--- src/rtl/spi_timer_pkg.sv ---
// Shared constants for the SPI timer arbiter: FSM state encodings and default widths.
package spi_timer_pkg;

   typedef enum logic [1:0] {
      ST_IDLE  = 2'd0,
      ST_COUNT = 2'd1,
      ST_DONE  = 2'd2
   } state_t;

   localparam int CNT_W_DEF = 8;
   localparam int N_REQ_DEF = 4;

endpackage

--- src/rtl/delay_counter.sv ---
// Loadable one-shot down-counter; holds at zero instead of wrapping.
module delay_counter
   import spi_timer_pkg::*;
#(
   parameter int CNT_W = CNT_W_DEF
) (
   input  logic             clk,
   input  logic             rst,
   input  logic             load,
   input  logic [CNT_W-1:0] load_val,
   input  logic             en,
   output logic             zero
);

   logic [CNT_W-1:0] cnt;

   always_ff @(posedge clk) begin
      if (rst)
         cnt <= '0;
      else if (load)
         cnt <= load_val;
      else if (en && cnt != '0)
         cnt <= cnt - 1'b1;
   end

   assign zero = (cnt == '0);

endmodule

--- src/rtl/timer_arbiter.sv ---
// Round-robin owner of a shared one-shot delay counter; grants, counts, then pulses done.
module timer_arbiter
   import spi_timer_pkg::*;
#(
   parameter int N_REQ = N_REQ_DEF,
   parameter int CNT_W = CNT_W_DEF
) (
   input  logic                   clk,
   input  logic                   rst,
   input  logic [N_REQ-1:0]       req,
   input  logic [N_REQ*CNT_W-1:0] delay,
   output logic [N_REQ-1:0]       grant,
   output logic [N_REQ-1:0]       done,
   output logic                   busy
);

   localparam int PTR_W = $clog2(N_REQ);
   localparam logic [N_REQ-1:0] ONE = {{(N_REQ-1){1'b0}}, 1'b1};

   state_t           state;
   logic [PTR_W-1:0] ptr;
   logic [PTR_W-1:0] owner;
   logic [PTR_W-1:0] winner;
   logic [PTR_W-1:0] nxt_ptr;
   logic             found;
   logic             load;
   logic             zero;
   logic [CNT_W-1:0] load_val;

   // First set request at or after ptr, wrapping modulo N_REQ.
   always_comb begin
      found  = 1'b0;
      winner = '0;
      for (int k = 0; k < N_REQ; k++) begin
         int j;
         j = int'(ptr) + k;
         if (j >= N_REQ) j = j - N_REQ;
         if (!found && req[j]) begin
            found  = 1'b1;
            winner = PTR_W'(j);
         end
      end
   end

   assign nxt_ptr  = (winner == PTR_W'(N_REQ - 1)) ? '0 : winner + 1'b1;
   assign load     = (state == ST_IDLE) && found;
   assign load_val = delay[int'(winner)*CNT_W +: CNT_W];

   delay_counter #(.CNT_W(CNT_W)) u_cnt (
      .clk      (clk),
      .rst      (rst),
      .load     (load),
      .load_val (load_val),
      .en       (state == ST_COUNT),
      .zero     (zero)
   );

   always_ff @(posedge clk) begin
      if (rst) begin
         state <= ST_IDLE;
         ptr   <= '0;
         owner <= '0;
         grant <= '0;
         done  <= '0;
         busy  <= 1'b0;
      end else begin
         case (state)
            ST_IDLE: begin
               if (found) begin
                  state <= ST_COUNT;
                  owner <= winner;
                  ptr   <= nxt_ptr;
                  grant <= ONE << winner;
                  busy  <= 1'b1;
               end
            end
            ST_COUNT: begin
               if (zero) begin
                  state <= ST_DONE;
                  grant <= '0;
                  done  <= ONE << owner;
               end
            end
            ST_DONE: begin
               state <= ST_IDLE;
               done  <= '0;
               busy  <= 1'b0;
            end
            default: begin
               state <= ST_IDLE;
               grant <= '0;
               done  <= '0;
               busy  <= 1'b0;
            end
         endcase
      end
   end

endmodule

--- config.mk ---
export PLATFORM = sky130hd
export DESIGN_NAME = timer_arbiter
export DESIGN_NICKNAME = d
export VERILOG_FILES = /design/src/rtl/spi_timer_pkg.sv /design/src/rtl/delay_counter.sv /design/src/rtl/timer_arbiter.sv
export SDC_FILE = /design/constraint.sdc
export NUM_CORES = 1
export LEC_CHECK = 0
export ABC_AREA = 1
export BUFFER_PORTS_ARGS = -buffer_cell sky130_fd_sc_hd__buf_2
export CAP_MARGIN = 20
export CORE_ASPECT_RATIO = 1.2
export CORE_MARGIN = 1
export CORE_UTILIZATION = 39
export DETAILED_ROUTE_END_ITERATION = 8
export PLACE_DENSITY = 0.67
export REMOVE_ABC_BUFFERS = 1
export SLEW_MARGIN = 5
export SYNTH_ARGS = -nofsm -noshare
export SYNTH_HDL_FRONTEND = slang
export SYNTH_SLANG_ARGS = --single-unit
export TNS_END_PERCENT = 30
--- constraint.sdc ---
create_clock -name clk -period 2.5 [get_ports clk]
set_input_delay 0.125 -clock clk [delete_from_list [all_inputs] [get_ports clk]]
set_output_delay 0.125 -clock clk [all_outputs]
set_load 0.05 [all_outputs]
Word level (Yosys, flattened, before mapping)
Index checks and enable logic that the tools add are counted.
{"block": "op_classes", "n_eq_ne": 5, "shift": 3, "order_cmp": 8, "muxes": 37, "reduce_logical": 17, "n_bitwise": 3, "n_addsub": 9}
{"operator": "$lt A32 B4 Y1 const B", "count": 4}
{"operator": "$mux W32", "count": 4}
{"operator": "$shiftx A32 B6 Y8", "count": 1}
{"operator": "$mux W8", "count": 2}
{"operator": "$mux W2", "count": 7}
{"operator": "$mux W1", "count": 13}
{"operator": "$mux W4", "count": 3}
{"operator": "$pmux W4 S3", "count": 1}
{"operator": "$sub A3 B3 Y4 const B", "count": 3}
{"operator": "$ge A3 B3 Y1 const B", "count": 3}
{"operator": "$bmux W1 S2", "count": 4}
{"operator": "$logic_not A8 Y1", "count": 1}
{"operator": "$pmux W4 S2", "count": 1}
{"operator": "$reduce_and A2 Y1", "count": 4}
{"operator": "$reduce_bool A8 Y1", "count": 1}
{"operator": "$shl A1 B2 Y4 const A", "count": 2}
{"operator": "$sub A8 B1 Y8 const B", "count": 1}
{"operator": "$add A2 B2 Y3 const B", "count": 2}
{"operator": "$logic_and A1 B1 Y1", "count": 5}
{"operator": "$eq A2 B2 Y1 const B", "count": 2}
{"operator": "$ne A2 B2 Y1 const B", "count": 2}
{"operator": "$pmux W2 S2", "count": 1}
{"operator": "$sub A2 B3 Y4 const B", "count": 1}
{"operator": "$add A2 B1 Y3 const B", "count": 1}
{"operator": "other kinds (9)", "count": 13}
{"block": "word_totals", "in_bits": 38, "register_bits": 23, "out_inout_bits": 9, "elab_cells": 89}

Longest topological paths before layout
Gate-level depths: netlist of the first run.
{"block": "depth", "ltp_word": 18, "mapped_depth": 15, "ltp_nobuf": 15}

Cells and area by module
From an unflattened synthesis of the first run, not the netlist that was laid out.
{"block": "hier_totals", "cells_unflattened": 322, "area_unflattened_um2": 1865.5}
{"module": "timer_arbiter", "area_each_um2": 1265.0, "seq_area_each_um2": 300.3, "cells_per_inst": 218, "n_inst": 1}
{"module": "delay_counter", "area_each_um2": 600.6, "seq_area_each_um2": 160.2, "cells_per_inst": 104, "n_inst": 1}

Worst setup path after synthesis of the first run
Ideal clock, no wire load.
{"block": "synth_timing", "kind": "register to register", "from": "register ptr[0]", "to": "register ptr[1]", "path_buffers": 1, "arrival_time_ns": 1.592, "stages_incl_launch_ff": 14, "synth_period_minus_slack_ns": 1.712, "setup_ns": 0.119, "required_ns": 2.381, "slack_ns": 0.788, "path_cell_list": "dfxtp_1 > buf_6 > nand2_1 > nand2_2 > nand2_1 > nand2_2 > nor2_1 > nor2_1 > nand2_2 > nand2_4 > inv_2 > ha_1 > o21ai_0 > a21oi_1"}
{"block": "synth_via", "elab_chain_len": 17, "elab_cells_between_ends": 45, "classes_between": "add/sub (8); order compare (4); eq/ne (1); mux (25); reduce/logical (7)"}
{"element": "start: declaration", "line": "timer_arbiter.sv:21", "text": "logic [PTR_W-1:0] ptr;"}
{"element": "start signal: assignment", "line": "timer_arbiter.sv:72", "text": "ptr <= nxt_ptr;"}
{"element": "parallel branches: the longest is 14 deep, another holds $sub A3 B3 Y4"}
{"element": "$mux W2 (*)", "line": "timer_arbiter.sv:38", "text": "if (!found && req[j]) begin"}
{"element": "$add A2 B1 Y2 or $eq A2 B2 Y1 (tied branches)", "line": "timer_arbiter.sv:45", "text": "assign nxt_ptr = (winner == PTR_W'(N_REQ - 1)) ? '0 : winner + 1'b1;"}
{"element": "$mux W2 (*)", "line": "timer_arbiter.sv:45"}
{"element": "named net nxt_ptr[1]", "line": "timer_arbiter.sv:24", "text": "logic [PTR_W-1:0] nxt_ptr;"}
Mark *: on every way through the listed nets, which the timed path passes. The select of a mux whose other input is x is not followed.
A chain may end at the register's enable or synchronous reset.

Worst setup path after layout of the first run
Ends and elaborated chain as after synthesis.

==> metrics.txt, run 1 <==
Hold Violations, Final=0; WL final=roughly 3.8 mm; cells after synthesis=247; Total Routing Usage GR=18.2%; full die area=0.00439 mm^2; later-pin clock latency in the skew report=0.27 ns; RSZ-0062 raised after global routing=false; TritonCTS clock tree=built; Avg Cell Area, Syn=6.52 um^2; CTS sink cnt=23; Area Growth Syn to Fin=19.5%; CP endpoint kind=register; Via density=roughly 5; largest net degree at the start of global routing=16; WHS Endpoint=u_cnt.cnt[2]; Core Region=0.00394 mm^2; initial antenna violation count=0; Yosys reg bits=23; Filler Cell Count=440; CP required=2.65 ns; Final HPWL DP=3.04 mm; Placed Cells=roughly 340; routed wire length per instance=10.8 um; Crit Path Class=register to register; Hold Slack=0.118 ns; YS warnings=0; DP Area=0.00188 mm^2; post-synthesis sequential area ratio=roughly 29%; number of H-tree levels=1; CTS Root Buffer Type=clkbuf_8; die width=60.7 um; Hold Crit Class=input pin to register; maximum VDD drop=0.536 mV; TNS Setup=0 ns; area leader, netlist=dfxtp_1; largest cells by area after synthesis=dfxtp_1, nand2_1, inv_1, nor2_1, a21oi_1; Starting DRT DRC Count=51; clock buffer depth=2; Final setup viols=0; DR vias=roughly 1700; Worst setup SP type=register; Post-CTS Hold Buffers=0; GRT Residual Overflow=0; Yosys cell types=30; Post-CTS Setup Bufs=0; Crit Path Max Fanout=13; Reg clk slew, reported paths=0.08 ns; Pwr Density=1380 mW/mm^2; DR pass1 iterations=4; RR Startpoint=ptr[0]; fin crit share=86.1%; nets=336; Least-Margin Pin Slew=0.426 ns; commonest cells after routing, fill and taps aside=nand2_1, buf_2, inv_1, nor2_1, dfxtp_1; min cycle time layout=2.15 ns; Worst slew margin=between 70% and 80%; max-slew violation count=0; r2r setup slk=~0.35 ns; R2R depth=12; Hold Path Depth=3; routability cong.=roughly 0.79; Final ANT Viol Nets=0; vias in the first global route=1564; reg-to-reg endpoint=ptr[1]; most common cell after layout, fill and taps aside=nand2_1; Hold Crit Start=delay[2]; Remaining DRCs=0; Inserted Clock Buffers=3; post-synth top area share=28.6%; Rows=25; Max Clock Skew=0.00587 ns; ant diodes=0; Resized cells post-CTS=0; non-filler cells, final=348; Ports=47; Initial Util=40.9%; max-cap violations=0; layout cells sized above 1=between 20% and 30%; Die Ht=around 72 um; Post-Syn Area=0.00161 mm^2; fmax=465 MHz; Crit path arrival time=2.31 ns; status=complete, no violations; Leak=0.987 nW; first-pass GRT wire length=6.17 mm; fin area=0.00192 mm^2; # port buffers=46
## how the worst max path moves through the flow
stage | startpoint | to | slack, ns | depth (start not counted)
after floorplan | ptr[0] | ptr[1] | 0.51 | 12
after global placement | ptr[0] | ptr[1] | 0.40 | 13
after detailed placement | ptr[0] | ptr[1] | 0.35 | 13
after CTS | ptr[0] | ptr[1] | 0.33 | 13
after global routing | ptr[0] | ptr[1] | 0.10 | 12
final | ptr[0] | ptr[1] | 0.35 | 12
## registers in the layout, summed over array words and instances, names as in the netlist
| register | count |
|---|---|
| busy | 1 |
| done | 4 |
| grant | 4 |
| owner | 2 |
| ptr | 2 |
| state | 2 |
| u_cnt.cnt | 8 |
## final cells by class
cell class	count	area, um^2	share of cell area (%)
multi-input combinational	189	991	51.5
clock inverter	1	5.00	0.260
sequential	23	460	23.9
timing repair buffer	47	238	12.4
clock buffer	3	41.3	2.15
inverter	31	121	6.31
tap	54	67.6	3.51
## per-layer routing
layer	GRT usage, %	vias up	routed length [um]
li1	-	899	-
met1	22.0	773	1710
met2	31.7	26	1950
met3	1.78	5	62
met4	7.83	0	51
met5	0	-	0
## through the flow
stage / total power, mW / utilization [%] / worst slack, ns
floorplan: 2.05 / - / 0.506
global placement: 2.41 / 47.7 / 0.402
detailed placement: 2.43 / 47.7 / 0.346
CTS: 2.68 / 48.8 / 0.332
global route: 2.92 / 48.8 / 0.100
finish: 2.65 / 48.8 / 0.348
## report_power, final
| group | switching (mW) | internal [mW] |
|---|---|---|
| Clock | 0.124 | 0.112 |
| Sequential | 0.109 | 0.505 |
| Combinational | 1.22 | 0.581 |
| Total | 1.46 | 1.20 |
## critical path, cell delays in order, from the launching register on
cell and delay, ns:
dfxtp_1 0.53, inv_2 0.14, nand2_1 0.12, nand3_1 0.13, nand2_4 0.12, nor2_1 0.05
nor2_1 0.10, nand2_2 0.09, nand2_4 0.14, inv_2 0.11, ha_1 0.27, o21ai_0 0.17
a21oi_1 0.05
## kinds of logic after synthesis
kind of cell	count (synthesis)	synth area share, %
buffers and inverters	35	9.87
xor gates and xnor gates	6	3.26
and+or+nand+nor	136	39.8
DFF	23	28.6
adders and majority gates	3	2.33
AOI/OAI and AO/OA	44	16.2
## Yosys cell counts, drive strengths merged
master / count
a211oi: 1
a21oi: 18
a31oi: 7
and2: 1
buf: 3
clkbuf: 1
dfxtp: 23
ha: 3
inv: 31
nand2: 83
nand3: 17
nand3b: 1
nand4: 2
nor2: 26
nor3: 4
nor4: 2
o21ai: 12
o21bai: 1
o221ai: 5
xnor2: 2
xor2: 4
Power figures use the tool's default switching activity.
==> inputs of run 2 (changes only) <==
--- a/config.mk
+++ b/config.mk
@@ -8,11 +8,13 @@
 export ABC_AREA = 1
 export BUFFER_PORTS_ARGS = -buffer_cell sky130_fd_sc_hd__buf_2
 export CAP_MARGIN = 20
+export CELL_PAD_IN_SITES_DETAIL_PLACEMENT = 0
+export CELL_PAD_IN_SITES_GLOBAL_PLACEMENT = 1
 export CORE_ASPECT_RATIO = 1.2
 export CORE_MARGIN = 1
-export CORE_UTILIZATION = 39
+export CORE_UTILIZATION = 35
 export DETAILED_ROUTE_END_ITERATION = 8
-export PLACE_DENSITY = 0.67
+export PLACE_DENSITY = 0.83
 export REMOVE_ABC_BUFFERS = 1
 export SLEW_MARGIN = 5
 export SYNTH_ARGS = -nofsm -noshare
==> metrics.txt, run 2 (synthesis results as in run 1) <==
status=complete, no violations (unchanged); Die Ht=76.3 um (was 72.4 um); maximum VDD drop=0.554 mV (was 0.536 mV); routability cong.=0.783 (was 0.788); RSZ-0062 raised after global routing=false (unchanged); Crit Path Max Fanout=13 (unchanged); later-pin clock latency in the skew report=0.26 ns (was 0.27 ns); ant diodes=0 (unchanged); Pwr Density=1370 mW/mm^2 (was 1380 mW/mm^2); CP required=2.65 ns (about the same); most common cell after layout, fill and taps aside=nand2_1 (unchanged); Core Region=0.00433 mm^2 (was 0.00394 mm^2); CP endpoint kind=register (unchanged); Final HPWL DP=3.14 mm (was 3.04 mm); TritonCTS clock tree=built (unchanged); fin crit share=86.0% (was 86.1%); Worst slew margin=72.8% (was 71.3%); Post-CTS Setup Bufs=0 (unchanged); area of the multi-input gates=991 um^2 (unchanged); DR pass1 iterations=4 (unchanged); Resized cells post-CTS=0 (unchanged); max-cap violations=0 (unchanged); largest registers=u_cnt.cnt x8, done x4, grant x4 (unchanged); crit-path most repeated cell=nand2_1; layout cells sized above 1=25.5% (was 25.9%); fmax=465 MHz (about the same); nets=336 (unchanged); FF/Latch Area=460 um^2 (unchanged); clock buffer depth=2 (unchanged); commonest cells after routing, fill and taps aside=nand2_1, buf_2, inv_1, nor2_1, dfxtp_1 (unchanged); GRT Residual Overflow=0 (unchanged); TNS Setup=0 ns (unchanged); Final ANT Viol Nets=0 (unchanged); Ports=47 (unchanged); Hold Violations, Final=0 (unchanged); CTS Root Buffer Type=clkbuf_8 (unchanged); Inserted Clock Buffers=3 (unchanged); Remaining DRCs=0 (unchanged); number of H-tree levels=1 (unchanged); Via density=4.86 (was 4.89); Hold Slack=0.116 ns (was 0.118 ns); Post-CTS Hold Buffers=0 (unchanged); Leak=0.984 nW (was 0.987 nW); Least-Margin Pin Slew=0.404 ns (was 0.426 ns); CP cell instances=inv_2, nand2_1, nand2_1, nand2_1, nand2_2, nor2_4, nand3_2, nand2_2, nand2_4, inv_2, ha_1, o21ai_0, a21oi_1 (was inv_2, nand2_1, nand3_1, nand2_4, nor2_1, nor2_1, nand2_2, nand2_4, inv_2, ha_1, o21ai_0, a21oi_1); Area Growth Syn to Fin=19.6% (was 19.5%); DR vias=1700 (was 1703); Total Routing Usage GR=17.1% (was 18.2%); Reg clk slew, reported paths=0.08 ns (about the same); CP max-delay cell=dfxtp_1 (unchanged); min cycle time layout=2.15 ns (about the same); WL final=3.89 mm (was 3.77 mm); Worst setup SP type=register (unchanged); Max Clock Skew=0.00165 ns (was 0.00587 ns); Crit Path Class=register to register (unchanged); max reg flops=8 (unchanged); Filler Cell Count=447 (was 440); Biggest register=u_cnt.cnt (unchanged); # port buffers=46 (unchanged); vias in the first global route=1562 (was 1564); CTS sink cnt=23 (unchanged); max incr delay on CP=0.54 ns (was 0.53 ns); Starting DRT DRC Count=69 (was 51); routed wire length per instance=11.1 um (was 10.8 um); Final setup viols=0 (unchanged); Crit path arrival time=2.30 ns (was 2.31 ns); Hold Crit Class=input pin to register (unchanged); first-pass GRT wire length=6.66 mm (was 6.17 mm); max-slew violation count=0 (unchanged); die width=63.9 um (was 60.7 um); Rows=26 (was 25); Initial Util=37.2% (was 40.9%); full die area=0.00488 mm^2 (was 0.00439 mm^2); initial antenna violation count=0 (unchanged); largest net degree at the start of global routing=16 (unchanged)
==> run 2: cell types whose count changed in the layout (fill, tap and decap cells not counted) <==
cell      change
clkinv_2      -1
clkbuf_1      +1
==> run 2: worst max-delay path, delay by kind of cell, from the launching register on <==
family | cells | cell delay (ns)
fa+ha+maj | 1 | 0.24
simple gates | 8 | 0.73
buf+inv | 2 | 0.30
compound gates | 2 | 0.21
flops | 1 | 0.54
==> run 2: power breakdown <==
| group | internal (mW) | switching, mW |
|---|---|---|
| combinational | 0.581 | 1.22 |
| sequential | 0.505 | 0.114 |
| clock | 0.114 | 0.114 |
| total | 1.20 | 1.45 |
==> run 2: per-layer routing <==
metal | up-vias | part of all wire, % | global-route usage (%)
met4 | 0 | 1.7 | 6.82
met2 | 44 | 49 | 30.0
met5 | - | 0 | 0
li1 | 900 | - | -
met3 | 5 | 3.2 | 1.80
met1 | 751 | 46 | 20.8
==> run 2: area by class of cell <==
class / instances / area share, %
inverters: 31 / 6.30
clock buffers: 4 / 2.34
repair buffers: 47 / 12.3
flip-flops and latches: 23 / 23.9
well taps: 56 / 3.64
multi-input cells: 189 / 51.5
==> run 2: path summary, 6_finish.rpt <==
check	to	slack [ns]	startpoint	depth (start not counted)
worst max-delay path	ptr[1]	0.35	ptr[0]	13
worst min-delay path	u_cnt.cnt[2]	0.12	delay[2]	3
worst max register to register	ptr[1]	0.35	ptr[0]	13
worst min register to register	grant[1]	0.47	grant[1]	2
==> run 2: stage by stage <==
step	instance area [um^2]	power, mW	cells	setup slack, ns	util, %
6_report	1930	2.65	350	0.350	44.5
3_5_place_dp	1880	2.43	346	0.350	43.5
5_1_grt	1930	2.94	350	0.117	44.5
3_3_place_gp	1880	2.44	346	0.403	43.5
4_1_cts	1930	2.67	350	0.327	44.5
2_1_floorplan	1570	2.05	243	0.506	-
==> inputs of run 3 (changes only) <==
--- a/config.mk
+++ b/config.mk
@@ -6,15 +6,15 @@
 export NUM_CORES = 1
 export LEC_CHECK = 0
 export ABC_AREA = 1
-export BUFFER_PORTS_ARGS = -buffer_cell sky130_fd_sc_hd__buf_2
 export CAP_MARGIN = 20
 export CELL_PAD_IN_SITES_DETAIL_PLACEMENT = 0
 export CELL_PAD_IN_SITES_GLOBAL_PLACEMENT = 1
 export CORE_ASPECT_RATIO = 1.2
 export CORE_MARGIN = 1
-export CORE_UTILIZATION = 35
+export CORE_UTILIZATION = 39
 export DETAILED_ROUTE_END_ITERATION = 8
-export PLACE_DENSITY = 0.83
+export DONT_BUFFER_PORTS = 1
+export PLACE_DENSITY = 0.76
 export REMOVE_ABC_BUFFERS = 1
 export SLEW_MARGIN = 5
 export SYNTH_ARGS = -nofsm -noshare
==> metrics.txt, run 3 (synthesis results as in run 1) <==
DR vias=1516 (was 1700); status=complete, no violations (unchanged); Final ANT Viol Nets=0 (unchanged); CP required=2.65 ns (about the same); Worst slew margin=61.8% (was 72.8%); Via density=5.00 (was 4.86); Leak=0.795 nW (was 0.984 nW); fmax=463 MHz (was 465 MHz); TritonCTS clock tree=built (unchanged); Reg clk slew, reported paths=0.09 ns (was 0.08 ns); Ports=47 (unchanged); Max Clock Skew=0.00683 ns (was 0.00165 ns); Core Region=0.00394 mm^2 (was 0.00433 mm^2); Total Routing Usage GR=18.7% (was 17.1%); Post-CTS Hold Buffers=1 (was 0); Final Power=2.61 mW (was 2.65 mW); full die area=0.00439 mm^2 (was 0.00488 mm^2); Pwr Density=1530 mW/mm^2 (was 1370 mW/mm^2); first-pass GRT wire length=6.27 mm (was 6.66 mm); Inserted Clock Buffers=3 (unchanged); CTS sink cnt=23 (unchanged); GR Util met2=32.1% (was 30.0%); Crit Path Max Fanout=13 (unchanged); Least-Margin Pin Slew=0.570 ns (was 0.404 ns); clock buffer depth=2 (unchanged); die width=60.7 um (was 63.9 um); layout cells sized above 1=12.0% (was 25.5%); fin crit share=86.4% (was 86.0%); routed wire length per instance=12.8 um (was 11.1 um); GRT Residual Overflow=0 (unchanged); Placed Cells=298 (was 346); met3 usage in global routing=2.32% (was 1.80%); CTS Root Buffer Type=clkbuf_8 (unchanged); max-cap violations=0 (unchanged); Final HPWL DP=3.07 mm (was 3.14 mm); Hold Slack=0.0175 ns (was 0.116 ns); vias in the first global route=1375 (was 1562); CP endpoint kind=register (unchanged); nets=291 (was 336); max-slew violation count=0 (unchanged); Final setup viols=0 (unchanged); Hold Crit Class=input pin to register (unchanged); later-pin clock latency in the skew report=0.27 ns (was 0.26 ns); Remaining DRCs=0 (unchanged); Biggest register=u_cnt.cnt (unchanged); maximum VDD drop=0.614 mV (was 0.554 mV); Post-CTS Setup Bufs=0 (unchanged); Rows=25 (was 26); # port buffers=0 (was 46); Crit path arrival time=2.31 ns (was 2.30 ns); ant diodes=0 (unchanged); TNS Setup=0 ns (unchanged); Area Growth Syn to Fin=5.98% (was 19.6%); commonest cells after routing, fill and taps aside=nand2_1, inv_1, nor2_1, dfxtp_1, a21oi_1 (was nand2_1, buf_2, inv_1, nor2_1, dfxtp_1); WL final=3.87 mm (was 3.89 mm); met1 usage=24.1% (was 20.8%); Filler Cell Count=459 (was 447); largest registers=u_cnt.cnt x8, done x4, grant x4 (unchanged); RSZ-0062 raised after global routing=false (unchanged); DR pass1 iterations=4 (unchanged); Starting DRT DRC Count=46 (was 69); Initial Util=40.9% (was 37.2%); number of H-tree levels=1 (unchanged); grt peak-use layer=met2 (unchanged); initial antenna violation count=0 (unchanged); max reg flops=8 (unchanged); non-filler cells, final=303 (was 350); routability cong.=0.786 (was 0.783); Hold Violations, Final=0 (unchanged); Worst setup SP type=register (unchanged); PnR worst setup slack=0.341 ns (was 0.350 ns); Resized cells post-CTS=0 (unchanged); most common cell after layout, fill and taps aside=nand2_1 (unchanged); min cycle time layout=2.16 ns (was 2.15 ns); Die Ht=72.4 um (was 76.3 um); post-place setup slack=0.347 ns (was 0.350 ns); Crit Path Class=register to register (unchanged); largest net degree at the start of global routing=16 (unchanged)
[run 3: cell count changes in the layout (fill, tap and decap cells not counted)]
cell / delta
buf_2: -46
clkbuf_1: -1
clkinvlp_4: +1
dlygate4sd3_1: +1
[run 3: per-stage QoR]
stage	utilization (%)	cell area, um^2
after global placement	41.8	1650
after global routing	43.3	1710
after CTS	43.3	1710
final	43.3	1710
after floorplan	-	1570
after detailed placement	41.8	1650
[run 3: path summary, 6_finish.rpt]
kind,start,end,slack (ns),cells after the start
worst min-delay path,delay[2],u_cnt.cnt[2],0.02,2
worst max register to register,ptr[0],ptr[1],0.34,12
worst min register to register,u_cnt.cnt[1],u_cnt.cnt[1],0.50,2
worst max-delay path,ptr[0],ptr[1],0.34,12
[run 3: final cells by class]
class / instances / area [um^2] / area share (%)
Timing Repair Buffer: 2 / 17.5 / 1.03
Clock buffer: 3 / 41.3 / 2.42
Inverter: 31 / 121 / 7.11
Clock inverter: 1 / 7.51 / 0.440
Multi-Input combinational cell: 189 / 991 / 58.1
Tap cell: 54 / 67.6 / 3.96
Sequential cell: 23 / 460 / 27.0
[run 3: report_power, final]
group / internal (mW) / switching, mW
clock: 0.113 / 0.126
combinational: 0.529 / 1.04
sequential: 0.505 / 0.294
[run 3: critical path, cell delays in order (launching register included)]
cell and delay, ns:
dfxtp_1 0.53, inv_2 0.14, nand2_1 0.11, nand3_1 0.14
nand2_4 0.12, nor2_1 0.05, nor2_1 0.11, nand2_2 0.09
nand2_4 0.15, inv_2 0.11, ha_1 0.27, o21ai_0 0.16
a21oi_1 0.05
[run 3: routing by layer]
metal | share of wire (%) | vias up | wire length, um
met1 | 46 | 659 | 1770
li1 | - | 817 | -
met5 | 0 | - | 0
met3 | 3.7 | 4 | 142
met4 | 0.90 | 0 | 35
met2 | 50 | 36 | 1920
